===== src/rtl/mapper_pkg.sv =====
// Shared constants for the multi-mapper cartridge block.
package mapper_pkg;

    // iNES mapper numbers that get their own decode; everything else is NROM
    localparam logic [7:0] MAP_NROM  = 8'd0;
    localparam logic [7:0] MAP_MMC1  = 8'd1;
    localparam logic [7:0] MAP_UXROM = 8'd2;
    localparam logic [7:0] MAP_CNROM = 8'd3;

    // Nametable mirroring encodings
    localparam logic [1:0] MIR_ONE_A = 2'd0;
    localparam logic [1:0] MIR_ONE_B = 2'd1;
    localparam logic [1:0] MIR_VERT  = 2'd2;
    localparam logic [1:0] MIR_HORZ  = 2'd3;

    // MMC1 control after power-up or a bit-7 write: PRG mode 3
    localparam logic [4:0] MMC1_CTRL_RST = 5'h0C;

    // MMC1 internal register selected by cpu_a[14:13] on the fifth write
    typedef enum logic [1:0] {
        MMC1_REG_CTRL = 2'd0,
        MMC1_REG_CHR0 = 2'd1,
        MMC1_REG_CHR1 = 2'd2,
        MMC1_REG_PRG  = 2'd3
    } mmc1_reg_e;

endpackage


===== src/rtl/mmc1_serial.sv =====
// MMC1 serial port: 5-write shift loader plus the four internal registers.
module mmc1_serial
    import mapper_pkg::*;
(
    input  logic       clock,
    input  logic       reset_n,
    input  logic       i_tick,     // CPU cycle-complete tick
    input  logic       i_we,       // qualified mapper write (only meaningful with i_tick)
    input  logic [1:0] i_sel,      // cpu_a[14:13]
    input  logic [7:0] i_data,
    output logic [4:0] o_control,
    output logic [4:0] o_chr0,
    output logic [4:0] o_chr1,
    output logic [4:0] o_prg
);

    logic [4:0] r_sr;
    logic [2:0] r_cnt;
    logic       r_last_w;
    logic [4:0] r_control;
    logic [4:0] r_chr0;
    logic [4:0] r_chr1;
    logic [4:0] r_prg;

    logic [4:0] w_data;
    logic       w_unused;

    // New bit enters at the top so the first write ends up in bit 0
    assign w_data   = {i_data[0], r_sr[4:1]};
    assign w_unused = ^i_data[6:1];

    // Shift/load sequencing with the back-to-back (RMW) write filter
    always_ff @(posedge clock) begin
        if (!reset_n) begin
            r_sr      <= 5'd0;
            r_cnt     <= 3'd0;
            r_last_w  <= 1'b0;
            r_control <= MMC1_CTRL_RST;
            r_chr0    <= 5'd0;
            r_chr1    <= 5'd0;
            r_prg     <= 5'd0;
        end else if (i_tick) begin
            if (!i_we) begin
                r_last_w <= 1'b0;
            end else if (!r_last_w) begin
                r_last_w <= 1'b1;
                if (i_data[7]) begin
                    r_sr      <= 5'd0;
                    r_cnt     <= 3'd0;
                    r_control <= r_control | MMC1_CTRL_RST;
                end else if (r_cnt == 3'd4) begin
                    unique case (mmc1_reg_e'(i_sel))
                        MMC1_REG_CTRL: r_control <= w_data;
                        MMC1_REG_CHR0: r_chr0    <= w_data;
                        MMC1_REG_CHR1: r_chr1    <= w_data;
                        MMC1_REG_PRG:  r_prg     <= w_data;
                    endcase
                    r_sr  <= 5'd0;
                    r_cnt <= 3'd0;
                end else begin
                    r_sr  <= w_data;
                    r_cnt <= r_cnt + 3'd1;
                end
            end
        end
    end

    assign o_control = r_control;
    assign o_chr0    = r_chr0;
    assign o_chr1    = r_chr1;
    assign o_prg     = r_prg;

endmodule


===== src/rtl/mapper_multi.sv =====
// Cartridge mapper for NROM, MMC1, UxROM and CNROM: bank registers plus
// CPU PRG / PPU CHR address translation, mirroring and PRG-RAM enable.
module mapper_multi
    import mapper_pkg::*;
#(
    parameter int unsigned PRG_W = 18,
    parameter int unsigned CHR_W = 17
) (
    input  logic              clock,
    input  logic              reset_n,
    input  logic [7:0]        num,
    input  logic [PRG_W-15:0] prg_max,
    input  logic              mirror_h,
    input  logic              chr_ram,
    input  logic              ct_cpu,
    input  logic [15:0]       cpu_a,
    input  logic [7:0]        cpu_o,
    input  logic              cpu_w,
    input  logic [15:0]       program_a,
    input  logic [12:0]       ppu_a,
    output logic [PRG_W-1:0]  program_m,
    output logic [CHR_W-1:0]  chr_m,
    output logic              cw,
    output logic [1:0]        mirror,
    output logic              wram_en
);

    localparam int unsigned PB  = PRG_W - 14;  // 16 KB PRG bank index width
    localparam int unsigned CB8 = CHR_W - 13;  // 8 KB CHR bank index width
    localparam int unsigned CB4 = CHR_W - 12;  // 4 KB CHR bank index width

    logic [PB-1:0]  r_pbank;
    logic [CB8-1:0] r_cbank0;
    logic           r_cw;

    logic           w_w;
    logic           w_is_mmc1;
    logic           w_is_uxrom;
    logic           w_is_cnrom;
    logic [4:0]     w_control;
    logic [4:0]     w_chr0;
    logic [4:0]     w_chr1;
    logic [4:0]     w_prg;
    logic [7:0]     w_mmc1_idx;
    logic [PB-1:0]  w_prg_bank;
    logic [7:0]     w_chr4_idx;
    logic           w_unused;

    assign w_w        = ct_cpu & cpu_w & cpu_a[15];
    assign w_is_mmc1  = (num == MAP_MMC1);
    assign w_is_uxrom = (num == MAP_UXROM);
    assign w_is_cnrom = (num == MAP_CNROM);
    assign w_unused   = ^{cpu_a[12:0], program_a[15], cpu_o, w_mmc1_idx, w_chr4_idx};

    mmc1_serial u_mmc1 (
        .clock     (clock),
        .reset_n   (reset_n),
        .i_tick    (ct_cpu),
        .i_we      (w_w & w_is_mmc1),
        .i_sel     (cpu_a[14:13]),
        .i_data    (cpu_o),
        .o_control (w_control),
        .o_chr0    (w_chr0),
        .o_chr1    (w_chr1),
        .o_prg     (w_prg)
    );

    // UxROM/CNROM bank latches and the registered CHR write enable
    always_ff @(posedge clock) begin
        if (!reset_n) begin
            r_pbank  <= '0;
            r_cbank0 <= '0;
            r_cw     <= 1'b0;
        end else begin
            r_cw <= chr_ram;
            if (w_w && w_is_uxrom) r_pbank  <= cpu_o[PB-1:0];
            if (w_w && w_is_cnrom) r_cbank0 <= cpu_o[CB8-1:0];
        end
    end

    // 16 KB PRG bank selection; program_a[14] picks the $8000 or $C000 window
    always_comb begin
        w_mmc1_idx = 8'd0;
        w_prg_bank = '0;
        case (w_control[3:2])
            2'd0, 2'd1: w_mmc1_idx = {4'd0, w_prg[3:1], program_a[14]};
            2'd2:       w_mmc1_idx = program_a[14] ? {4'd0, w_prg[3:0]} : 8'd0;
            default:    w_mmc1_idx = {4'd0, w_prg[3:0]};
        endcase
        if (w_is_mmc1) begin
            if (w_control[3:2] == 2'd3 && program_a[14]) w_prg_bank = prg_max;
            else                                         w_prg_bank = w_mmc1_idx[PB-1:0];
        end else if (w_is_uxrom) begin
            w_prg_bank = program_a[14] ? prg_max : r_pbank;
        end else begin
            // 16 KB images (prg_max = 0) mirror into both windows
            w_prg_bank[0] = program_a[14] & (|prg_max);
        end
    end

    assign program_m = {w_prg_bank, program_a[13:0]};

    // CHR address: MMC1 4/8 KB banking, CNROM 8 KB banking, otherwise flat
    always_comb begin
        if (w_control[4]) w_chr4_idx = ppu_a[12] ? {3'd0, w_chr1} : {3'd0, w_chr0};
        else              w_chr4_idx = {3'd0, w_chr0[4:1], ppu_a[12]};
        if (w_is_mmc1)       chr_m = {w_chr4_idx[CB4-1:0], ppu_a[11:0]};
        else if (w_is_cnrom) chr_m = {r_cbank0, ppu_a[12:0]};
        else                 chr_m = {{(CHR_W-13){1'b0}}, ppu_a};
    end

    // Mirroring and PRG-RAM enable
    always_comb begin
        mirror  = mirror_h ? MIR_VERT : MIR_HORZ;
        wram_en = 1'b1;
        if (w_is_mmc1) begin
            mirror  = w_control[1:0];
            wram_en = ~w_prg[4];
        end
    end

    assign cw = r_cw;

endmodule


===== config.mk =====
export PLATFORM = sky130hd
export DESIGN_NAME = mapper_multi
export DESIGN_NICKNAME = d
export VERILOG_FILES = /design/src/rtl/mapper_pkg.sv /design/src/rtl/mmc1_serial.sv /design/src/rtl/mapper_multi.sv
export SDC_FILE = /design/constraint.sdc
export NUM_CORES = 1
export LEC_CHECK = 0
export ABC_CLOCK_PERIOD_IN_PS = 1950
export BUFFER_PORTS_ARGS = -buffer_cell sky130_fd_sc_hd__buf_2
export CAP_MARGIN = 20
export CORE_MARGIN = 1
export CORE_UTILIZATION = 38
export DETAILED_ROUTE_END_ITERATION = 12
export PLACE_DENSITY = 0.72
export SETUP_SLACK_MARGIN = 0.05
export SLEW_MARGIN = 20
export SYNTH_ARGS = -nofsm -noshare
export SYNTH_HDL_FRONTEND = slang
export SYNTH_SLANG_ARGS = --single-unit

===== constraint.sdc =====
create_clock -name clock -period 1.95 [get_ports clock]
set_input_delay 0.39 -clock clock [delete_from_list [all_inputs] [get_ports clock]]
set_output_delay 0.39 -clock clock [all_outputs]
set_load 0.02 [all_outputs]

==> flow_metrics.env, run 1 <==
export IMPL_die_w_um=76.7
export IMPL_grt_usage=0.187
export IMPL_grt_overflow_total=0
export IMPL_finalMaxSlewViolations=0
export IMPL_synthesis_area_sq_um=2120
export IMPL_ir_worst_vdd_mv=0.536
export IMPL_via_per_inst=5.28
export IMPL_critical_path_required_ns=1.56
export IMPL_timing_hold_violations_final=0
export IMPL_cts_clk_slew_worst_paths_ns=0.08
export IMPL_row_count=26
export IMPL_timing_final_ws_setup_ns=-0.0439
export IMPL_core_sq_um=5240
export IMPL_dieHeight_um=76.7
export IMPL_antenna_cells=0
export IMPL_crit_fanout=4
export IMPL_ys_seq_elements=37
export IMPL_ios=110
export IMPL_start_kind="input port"
export IMPL_skew_ns=0.00596
export IMPL_synth_area_leaders="dfxtp_1 (35%), mux2i_1 (14%), buf_4 (9.2%)"
export IMPL_violations="negative setup slack"
export IMPL_ys_seq_area_frac=0.349
export IMPL_antenna_found_initial=0
export IMPL_power_leakage_nw=1.09
export IMPL_vias=1891
export IMPL_yosysWarnings=0
export IMPL_avgSynthCellArea_sq_um=8.41
export IMPL_layout_commonest_cell="dfxtp_1"
export IMPL_clock_root_buffer="clkbuf_8"
export IMPL_synth_net_count=325
export IMPL_setup_violations=5
export IMPL_fin_crit_sh=1.02
export IMPL_crit_arrival_ns=1.60
export IMPL_grt_max_degree=23
export IMPL_fin_crit_ns=1.99
export IMPL_grt_pass1_wl_um=8790
export IMPL_h_tree_depth=2
export IMPL_initial_core_util=0.405
export IMPL_cp_end_kind="output pin"
export IMPL_first_global_vias=1865
export IMPL_rsz0062_at_grt="yes"
export IMPL_final_nets=360
export IMPL_synth_area_leader_cell="dfxtp_1"
export IMPL_yosys_most_used_dff="dfxtp_1"
export IMPL_synthArstFlopShare=0
export IMPL_worst_slew_margin_rel=0.648
export IMPL_cts_made_buffers=5
export IMPL_clock_latency_ns=0.29
export IMPL_port_buffers=40
export IMPL_die_area_sq_um=5880
export IMPL_fin_util=0.520
export IMPL_max_cap_violations=0
export IMPL_antenna_left=0
export IMPL_synth_cell_types=43
export IMPL_fmax_mhz=502
export IMPL_syn_to_final_growth_pct=28.5
export IMPL_pre_cts_ws_ns=-0.198
export IMPL_min_path_type="in -> reg"
export IMPL_synth_edff_count=0
export IMPL_status="finished with violations"
export IMPL_power_density_nw_per_um2=582
export IMPL_crit_type="in -> out"
export IMPL_drt_first_pass_iters=4
export IMPL_cts_sinks=37
export IMPL_synth_top_area_frac=0.349
export IMPL_drive_above_1_share=0.358
export IMPL_hpwlAfterDp_um=3780
export IMPL_cts_buffer_depth=2
export IMPL_max_slew_worst_pin_slew_ns=0.525
export IMPL_syn_inst=252
export IMPL_final_cell_mix="dfxtp_1 (35), nand2_1 (33), mux2i_1 (29), buf_2 (29), buf_4 (21)"
export IMPL_post_drt_wl_per_cell_um=15.0
export IMPL_cts_tree="yes"
export IMPL_drt_initial_drc_count=101
export IMPL_postRouteWirelength_um=5360
export IMPL_gp_congestion=0.844
export IMPL_drc=0
[routing by layer]
layer  vias up  track usage  routed length (um)
li1        934            -                   -
met1       879        0.240                2410
met2        63        0.301                2560
met3        15       0.0393                 261
met4         0       0.0846                 123
met5         -            0                   0
[layout make-up]
| cell class | count | area (sq um) |
|---|---|---|
| clock buffers | 5 | 68.8 |
| clock inverters | 3 | 46.3 |
| fillers | 458 | 2510 |
| inverters | 9 | 33.8 |
| multi-input cells | 170 | 1280 |
| flip-flops and latches | 37 | 743 |
| well taps | 70 | 87.6 |
| repair buffers | 64 | 464 |
[final timing paths]
kind,depth (start not counted),slack (ns),end,start
hold / removal,2,0.30,cw,chr_ram
hold reg to reg,2,0.46,u_mmc1.o_chr1[0],u_mmc1.o_chr1[0]
setup reg to reg,6,0.09,u_mmc1.r_cnt[0],u_mmc1.r_last_w
setup / recovery,7,-0.04,mirror[1],num[6]
[worst max-delay path, cell delays in order]
cell and delay (ns):
buf_8 0.10, nor4_4 0.29, nand3_2 0.17, buf_4 0.18, buf_6 0.12, or2_4 0.22
buf_6 0.13
[synthesized netlist by cell type (all sizes together), types with 2 or more instances]
master,instances
ha,2
and2,2
nand3,16
clkbuf,8
nand4,2
buf,28
inv,8
a21boi,2
nor2,14
a41o,2
nor2b,2
or3,2
dfxtp,37
a21oi,14
nand2b,3
or4,4
a22oi,2
o22a,2
and3,2
o21ai,9
o2bb2ai,4
mux2i,29
nor4,4
nand2,35
or2,3
o22ai,3
[power by group]
part | leakage, nW | total (mW) | switching (mW) | internal [mW]
Combinational | 0.742 | 0.152 | 0.0875 | 0.0645
Sequential | 0.297 | 0.756 | 0.000264 | 0.756
Clock | 0.0543 | 0.678 | 0.295 | 0.383
[sequential cells by signal (all words and copies together), names as in the netlist]
signal	count
u_mmc1.o_prg	5
u_mmc1.r_last_w	1
r_pbank	4
u_mmc1.r_sr	4
u_mmc1.o_chr0	5
cw	1
u_mmc1.o_control	5
r_cbank0	4
u_mmc1.o_chr1	5
u_mmc1.r_cnt	3
[cells by family after synthesis]
group | Yosys count | synth area share
AND/OR/NAND/NOR | 95 | 0.241
buffers and inverters | 45 | 0.126
AO/OA/AOI/OAI | 44 | 0.134
flip-flops | 37 | 0.349
multiplexers | 29 | 0.137
adder cells (fa/ha/maj) | 2 | 0.0118
[stage by stage]
step,std cells,TNS (ns),hold slack [ns],cell area (sq um),power [mW]
after floorplan,252,0,0.434,2210,0.916
after global placement,345,-3.64,0.443,2380,0.906
after detailed placement,345,-4.00,0.451,2380,0.909
after CTS,357,-0.175,0.295,2670,1.59
after global routing,358,-0.666,0.308,2720,1.64
final,358,-0.0924,0.298,2720,1.59
[what timing repair did]
action                                 in CTS  in global routing
buffers inserted                            4                  1
pin swaps                                   4                  7
hold buffers                                0                  0
setup endpoints to repair                  19                 18
endpoints found under the hold margin       0                  0
resized for setup                          36                 15
No activity file was read; power rests on OpenSTA's default activity.
==> inputs of run 2 (changes only) <==
--- a/config.mk
+++ b/config.mk
@@ -10,6 +10,7 @@
 export CAP_MARGIN = 20
 export CORE_MARGIN = 1
 export CORE_UTILIZATION = 38
+export CTS_BUF_LIST = sky130_fd_sc_hd__clkbuf_16
 export DETAILED_ROUTE_END_ITERATION = 12
 export PLACE_DENSITY = 0.72
 export SETUP_SLACK_MARGIN = 0.05
==> run 2 against run 1 <==
- the run still ends with negative setup slack left
- critical path type unchanged
- register-to-register slack barely moved
- global-route usage fell by 0.38 points
- count of clock-buffer cells in the layout did not move
- sequential power barely moved
- cell count rose by 0.28%
- core utilization rose by 1.4 points
- power rose by 16%
- non-clock buffer count did not move
- largest cell class unchanged
==> flow_metrics.env, run 2 (synthesized netlist as in run 1, its figures left out) <==
export IMPL_fin_crit_sh=1.03
export IMPL_violations="negative setup slack"
export IMPL_grt_overflow_total=0
export IMPL_clock_root_buffer="clkbuf_16"
export IMPL_ir_worst_vdd_mv=0.555
export IMPL_post_drt_wl_per_cell_um=15.0
export IMPL_h_tree_depth=2
export IMPL_drc=0
export IMPL_power_density_nw_per_um2=656
export IMPL_antenna_cells=0
export IMPL_final_nets=361
export IMPL_min_path_type="in -> reg"
export IMPL_die_w_um=76.7
export IMPL_dp_cells=345
export IMPL_cts_buffer_depth=2
export IMPL_drive_above_1_share=0.367
export IMPL_dieHeight_um=76.7
export IMPL_fmax_mhz=497
export IMPL_critical_path_required_ns=1.56
export IMPL_skew_ns=0.00538
export IMPL_crit_arrival_ns=1.62
export IMPL_cp_end_kind="output pin"
export IMPL_start_kind="input port"
export IMPL_cts_clk_slew_worst_paths_ns=0.06
export IMPL_min_path_cells=2
export IMPL_use_met2=0.304
export IMPL_power_mw=1.83
export IMPL_first_global_vias=1859
export IMPL_dpl_cell_area_sq_um=2380
export IMPL_fillers=447
export IMPL_cts_hold_buf=0
export IMPL_r2r_cells=6
export IMPL_max_slew_worst_pin_slew_ns=0.528
export IMPL_ios=110
export IMPL_port_buffers=40
export IMPL_crit_fanout=4
export IMPL_final_area_sq_um=2800
export IMPL_grt_max_degree=23
export IMPL_gp_congestion=0.844
export IMPL_cts_tree="yes"
export IMPL_antenna_found_initial=0
export IMPL_cts_sinks=37
export IMPL_drt_initial_drc_count=103
export IMPL_postRouteWirelength_um=5390
export IMPL_die_area_sq_um=5880
export IMPL_grt_use_met1=0.237
export IMPL_layout_cells_non_filler=359
export IMPL_power_leakage_nw=1.12
export IMPL_setup_violations=4
export IMPL_layout_commonest_cell="dfxtp_1"
export IMPL_core_sq_um=5240
export IMPL_hpwlAfterDp_um=3780
export IMPL_crit_type="in -> out"
export IMPL_drt_first_pass_iters=5
export IMPL_timing_hold_violations_final=0
export IMPL_busiest_layer="met2"
export IMPL_totalNegativeSetupSlack_ns=-0.136
export IMPL_worst_slew_margin_rel=0.646
export IMPL_grt_pass1_wl_um=8730
export IMPL_cts_made_buffers=5
export IMPL_fin_crit_ns=2.01
export IMPL_initial_core_util=0.405
export IMPL_pre_cts_ws_ns=-0.198
export IMPL_max_cap_violations=0
export IMPL_status="finished with violations"
export IMPL_row_count=26
export IMPL_fin_util=0.534
export IMPL_final_cell_mix="dfxtp_1 (34), nand2_1 (33), mux2i_1 (29), buf_2 (29), buf_4 (21)"
export IMPL_via_per_inst=5.35
export IMPL_fin_hold_ws_ns=0.313
export IMPL_rsz0062_at_grt="yes"
export IMPL_timing_final_ws_setup_ns=-0.0608
export IMPL_grt_usage=0.184
export IMPL_syn_to_final_growth_pct=31.9
export IMPL_use_met3=0.0357
export IMPL_antenna_left=0
export IMPL_vias=1921
export IMPL_clock_latency_ns=0.28
export IMPL_finalMaxSlewViolations=0
-- run 2: cell count changes in the layout (fill, tap and decap cells not counted) --
cell / delta
dfxtp_2: +1
clkbuf_16: +5
clkbuf_8: -5
or4_1: -1
dfxtp_1: -1
o21ai_1: -1
o21ai_0: +1
or4_4: +2
-- run 2: final cells by class --
class | instances | area (sq um) | area share
well taps | 70 | 87.6 | 0.0313
clock buffers | 5 | 125 | 0.0447
clock inverters | 3 | 46.3 | 0.0166
inverters | 9 | 33.8 | 0.0121
flip-flops and latches | 37 | 744 | 0.266
repair buffers | 64 | 464 | 0.166
multi-input cells | 171 | 1290 | 0.463
-- run 2: routing by layer --
layer  part of all wire  vias up
met3              0.048       15
li1                   -      943
met2               0.48       59
met1               0.46      904
met5                  0        -
met4              0.015        0
-- run 2: worst paths after layout --
path	startpoint	to	slack, ns
max	num[6]	chr_m[12]	-0.06
min reg2reg	u_mmc1.o_chr1[1]	u_mmc1.o_chr1[1]	0.46
max reg2reg	u_mmc1.r_last_w	u_mmc1.r_cnt[0]	0.08
min	chr_ram	cw	0.31
-- run 2: where the power goes --
part / switching [mW] / internal, mW
registers: 0.000265 / 0.757
logic: 0.0893 / 0.0647
clock network: 0.318 / 0.605
total: 0.407 / 1.43
-- run 2: repair_timing --
item	in CTS	in global routing
gates cloned	0	1
buffers inserted	4	1
pin swaps	4	7
gates resized for setup	36	17
setup endpoints to repair	19	16
-- run 2: worst max-delay path, cell delays in order --
cell and delay, ns:
buf_8 0.10, nor4_4 0.29, nand3_2 0.18, buf_6 0.17, o32a_1 0.35, buf_6 0.14
==> inputs of run 3 (changes only) <==
--- a/config.mk
+++ b/config.mk
@@ -5,14 +5,15 @@
 export SDC_FILE = /design/constraint.sdc
 export NUM_CORES = 1
 export LEC_CHECK = 0
+export ABC_AREA = 1
 export ABC_CLOCK_PERIOD_IN_PS = 1950
 export BUFFER_PORTS_ARGS = -buffer_cell sky130_fd_sc_hd__buf_2
 export CAP_MARGIN = 20
-export CORE_MARGIN = 1
+export CORE_MARGIN = 2
 export CORE_UTILIZATION = 38
-export CTS_BUF_LIST = sky130_fd_sc_hd__clkbuf_16
+export CTS_BUF_LIST = sky130_fd_sc_hd__clkbuf_4 sky130_fd_sc_hd__clkbuf_8 sky130_fd_sc_hd__clkbuf_16
 export DETAILED_ROUTE_END_ITERATION = 12
-export PLACE_DENSITY = 0.72
+export PLACE_DENSITY = 0.71
 export SETUP_SLACK_MARGIN = 0.05
 export SLEW_MARGIN = 20
 export SYNTH_ARGS = -nofsm -noshare
==> run 3 against run 2 <==
- the flow now finishes without violations
- first-iteration DRC count increased by 30%
- core utilization decreased by 11 points
- register-to-register slack better by 0.31 ns
- sequential cell count is the same
- critical path type unchanged
- area after synthesis increased by 7.3%
- combinational power is 23% lower
- cell count rose by 32%
- wire length is 7.0% lower
- sequential share of layout area up 3.4 points
- synthesized cell count is 48% higher
- sequential power about the same
==> flow_metrics.env, run 3 <==
export IMPL_status="complete, no violations"
export IMPL_drc=0
export IMPL_critical_path_required_ns=1.56
export IMPL_crit_fanout=8
export IMPL_ios=110
export IMPL_antenna_found_initial=0
export IMPL_timing_hold_violations_final=0
export IMPL_synthArstFlopShare=0
export IMPL_synth_edff_count=0
export IMPL_path_buf_inv=3
export IMPL_max_slew_worst_pin_slew_ns=0.456
export IMPL_finalMaxSlewViolations=0
export IMPL_worst_slew_margin_rel=0.695
export IMPL_cts_sinks=37
export IMPL_synth_net_count=446
export IMPL_setup_violations=0
export IMPL_power_density_nw_per_um2=571
export IMPL_clock_root_buffer="clkbuf_8"
export IMPL_antenna_cells=0
export IMPL_ir_worst_vdd_mv=0.411
export IMPL_hpwlAfterDp_um=3690
export IMPL_dieHeight_um=81.3
export IMPL_drt_initial_drc_count=134
export IMPL_synth_cell_types=24
export IMPL_yosysWarnings=0
export IMPL_layout_commonest_cell="nand2_1"
export IMPL_row_count=28
export IMPL_fin_util=0.422
export IMPL_h_tree_depth=2
export IMPL_max_stage_delay_ns=0.15
export IMPL_drt_first_pass_iters=4
export IMPL_ys_seq_elements=37
export IMPL_cts_tree="yes"
export IMPL_yosys_most_used_dff="dfxtp_1"
export IMPL_start_kind="input port"
export IMPL_critPathSlowestCell="a21oi_1"
export IMPL_fmax_mhz=556
export IMPL_synth_commonest_cells="nand2_1 (120), nor2_1 (78), inv_1 (51)"
export IMPL_grt_usage=0.162
export IMPL_die_w_um=81.3
export IMPL_totalNegativeSetupSlack_ns=0
export IMPL_drive_above_1_share=0.168
export IMPL_vias=2154
export IMPL_ys_seq_area_frac=0.326
export IMPL_port_buffers=40
export IMPL_post_drt_wl_per_cell_um=10.6
export IMPL_grt_overflow_total=0
export IMPL_synth_area_leaders="dfxtp_1 (33%), nand2_1 (20%), nor2_1 (13%)"
export IMPL_crit_type="in -> out"
export IMPL_avgSynthCellArea_sq_um=6.09
export IMPL_cts_buffer_depth=2
export IMPL_syn_to_final_growth_pct=8.70
export IMPL_cts_clk_slew_worst_paths_ns=0.07
export IMPL_grt_max_degree=25
export IMPL_path_delay_family="simple AND/OR/NAND/NOR gates"
export IMPL_power_leakage_nw=1.38
export IMPL_core_sq_um=5850
export IMPL_synth_top_area_frac=0.326
export IMPL_synthesis_area_sq_um=2270
export IMPL_via_per_inst=4.55
export IMPL_grt_pass1_wl_um=8310
export IMPL_cp_end_kind="output pin"
export IMPL_crit_arrival_ns=1.41
export IMPL_final_nets=470
export IMPL_fin_crit_ns=1.80
export IMPL_skew_ns=0.0121
export IMPL_cp_cell_sequence="buf_2 > nor2_1 > nand2_2 > inv_1 > nand2_2 > a21oi_1 > o21ai_0 > nand2_1 > buf_2"
export IMPL_cts_made_buffers=5
export IMPL_synth_most_common_cell="nand2_1"
export IMPL_first_global_vias=1991
export IMPL_antenna_left=0
export IMPL_syn_inst=373
export IMPL_initial_core_util=0.389
export IMPL_gp_congestion=0.869
export IMPL_cts_hold_buf=0
export IMPL_fin_crit_sh=0.923
export IMPL_min_path_type="in -> reg"
export IMPL_postRouteWirelength_um=5020
export IMPL_synth_area_leader_cell="dfxtp_1"
export IMPL_clock_latency_ns=0.30
export IMPL_final_cell_mix="nand2_1 (117), nor2_1 (78), inv_1 (50), buf_2 (40), dfxtp_1 (37)"
export IMPL_rsz0062_at_grt="yes"
export IMPL_die_area_sq_um=6620
export IMPL_max_cap_violations=0
run 3: metal layers:
| layer | track usage | share of wire | wire [um] |
|---|---|---|---|
| met1 | 0.181 | 0.45 | 2250 |
| met2 | 0.287 | 0.48 | 2390 |
| met3 | 0.0322 | 0.053 | 264 |
| met4 | 0.0847 | 0.022 | 109 |
| met5 | 0 | 0 | 0 |
run 3: layout make-up:
cell class              count  area [sq um]
repair buffers             47           253
multi-input cells         253          1100
inverters                  53           199
flip-flops and latches     37           741
clock buffers               6          76.3
fillers                   662          3380
clock inverters             2          10.0
well taps                  75          93.8
run 3: worst register-to-register path, delay by kind of cell (launching register included):
family	cells	cell delay, ns
adder cells (fa/ha/maj)	1	0.20
buffers and inverters	2	0.15
flip-flops	1	0.34
AND/OR/NAND/NOR	5	0.76
run 3: final timing paths:
path / start / to / slack, ns / cells past startpoint
worst min-delay path: chr_ram / cw / 0.28 / 3
worst max-delay path: num[5] / program_m[14] / 0.15 / 9
worst max register to register: u_mmc1.r_cnt[0] / u_mmc1.o_control[2] / 0.39 / 8
worst min register to register: u_mmc1.o_control[3] / u_mmc1.o_control[3] / 0.49 / 2
run 3: stage by stage:
| stage | std cells | cell area [sq um] | power [mW] | hold WS, ns | setup WS (ns) |
|---|---|---|---|---|---|
| after global placement | 462 | 2350 | 0.889 | 0.466 | 0.113 |
| after floorplan | 373 | 2270 | 0.918 | 0.450 | 0.213 |
| after CTS | 470 | 2440 | 1.43 | 0.271 | 0.115 |
| final | 473 | 2470 | 1.41 | 0.279 | 0.150 |
| after global routing | 473 | 2470 | 1.48 | 0.295 | -0.00116 |
| after detailed placement | 462 | 2350 | 0.890 | 0.472 | 0.0744 |
run 3: what timing repair did:
action | in CTS | in global routing
endpoints found under the setup margin | 0 | 7
resized for setup | 0 | 4
buffers inserted | 0 | 3
run 3: logic make-up (layout without fill, tap and decap cells):
logic type / count (synthesis) / count (layout) / share of synthesized area
fa+ha+maj: 2 / 2 / 0.0110
buf+inv: 83 / 108 / 0.194
simple gates: 225 / 225 / 0.407
flops: 37 / 37 / 0.326
mux: 1 / 1 / 0.00440
compound gates: 25 / 25 / 0.0578
run 3: report_power, final:
| group | leakage, nW | internal [mW] | switching, mW |
|---|---|---|---|
| clock network | 0.0484 | 0.262 | 0.276 |
| registers | 0.298 | 0.756 | 0.000374 |
| logic | 1.03 | 0.0420 | 0.0757 |
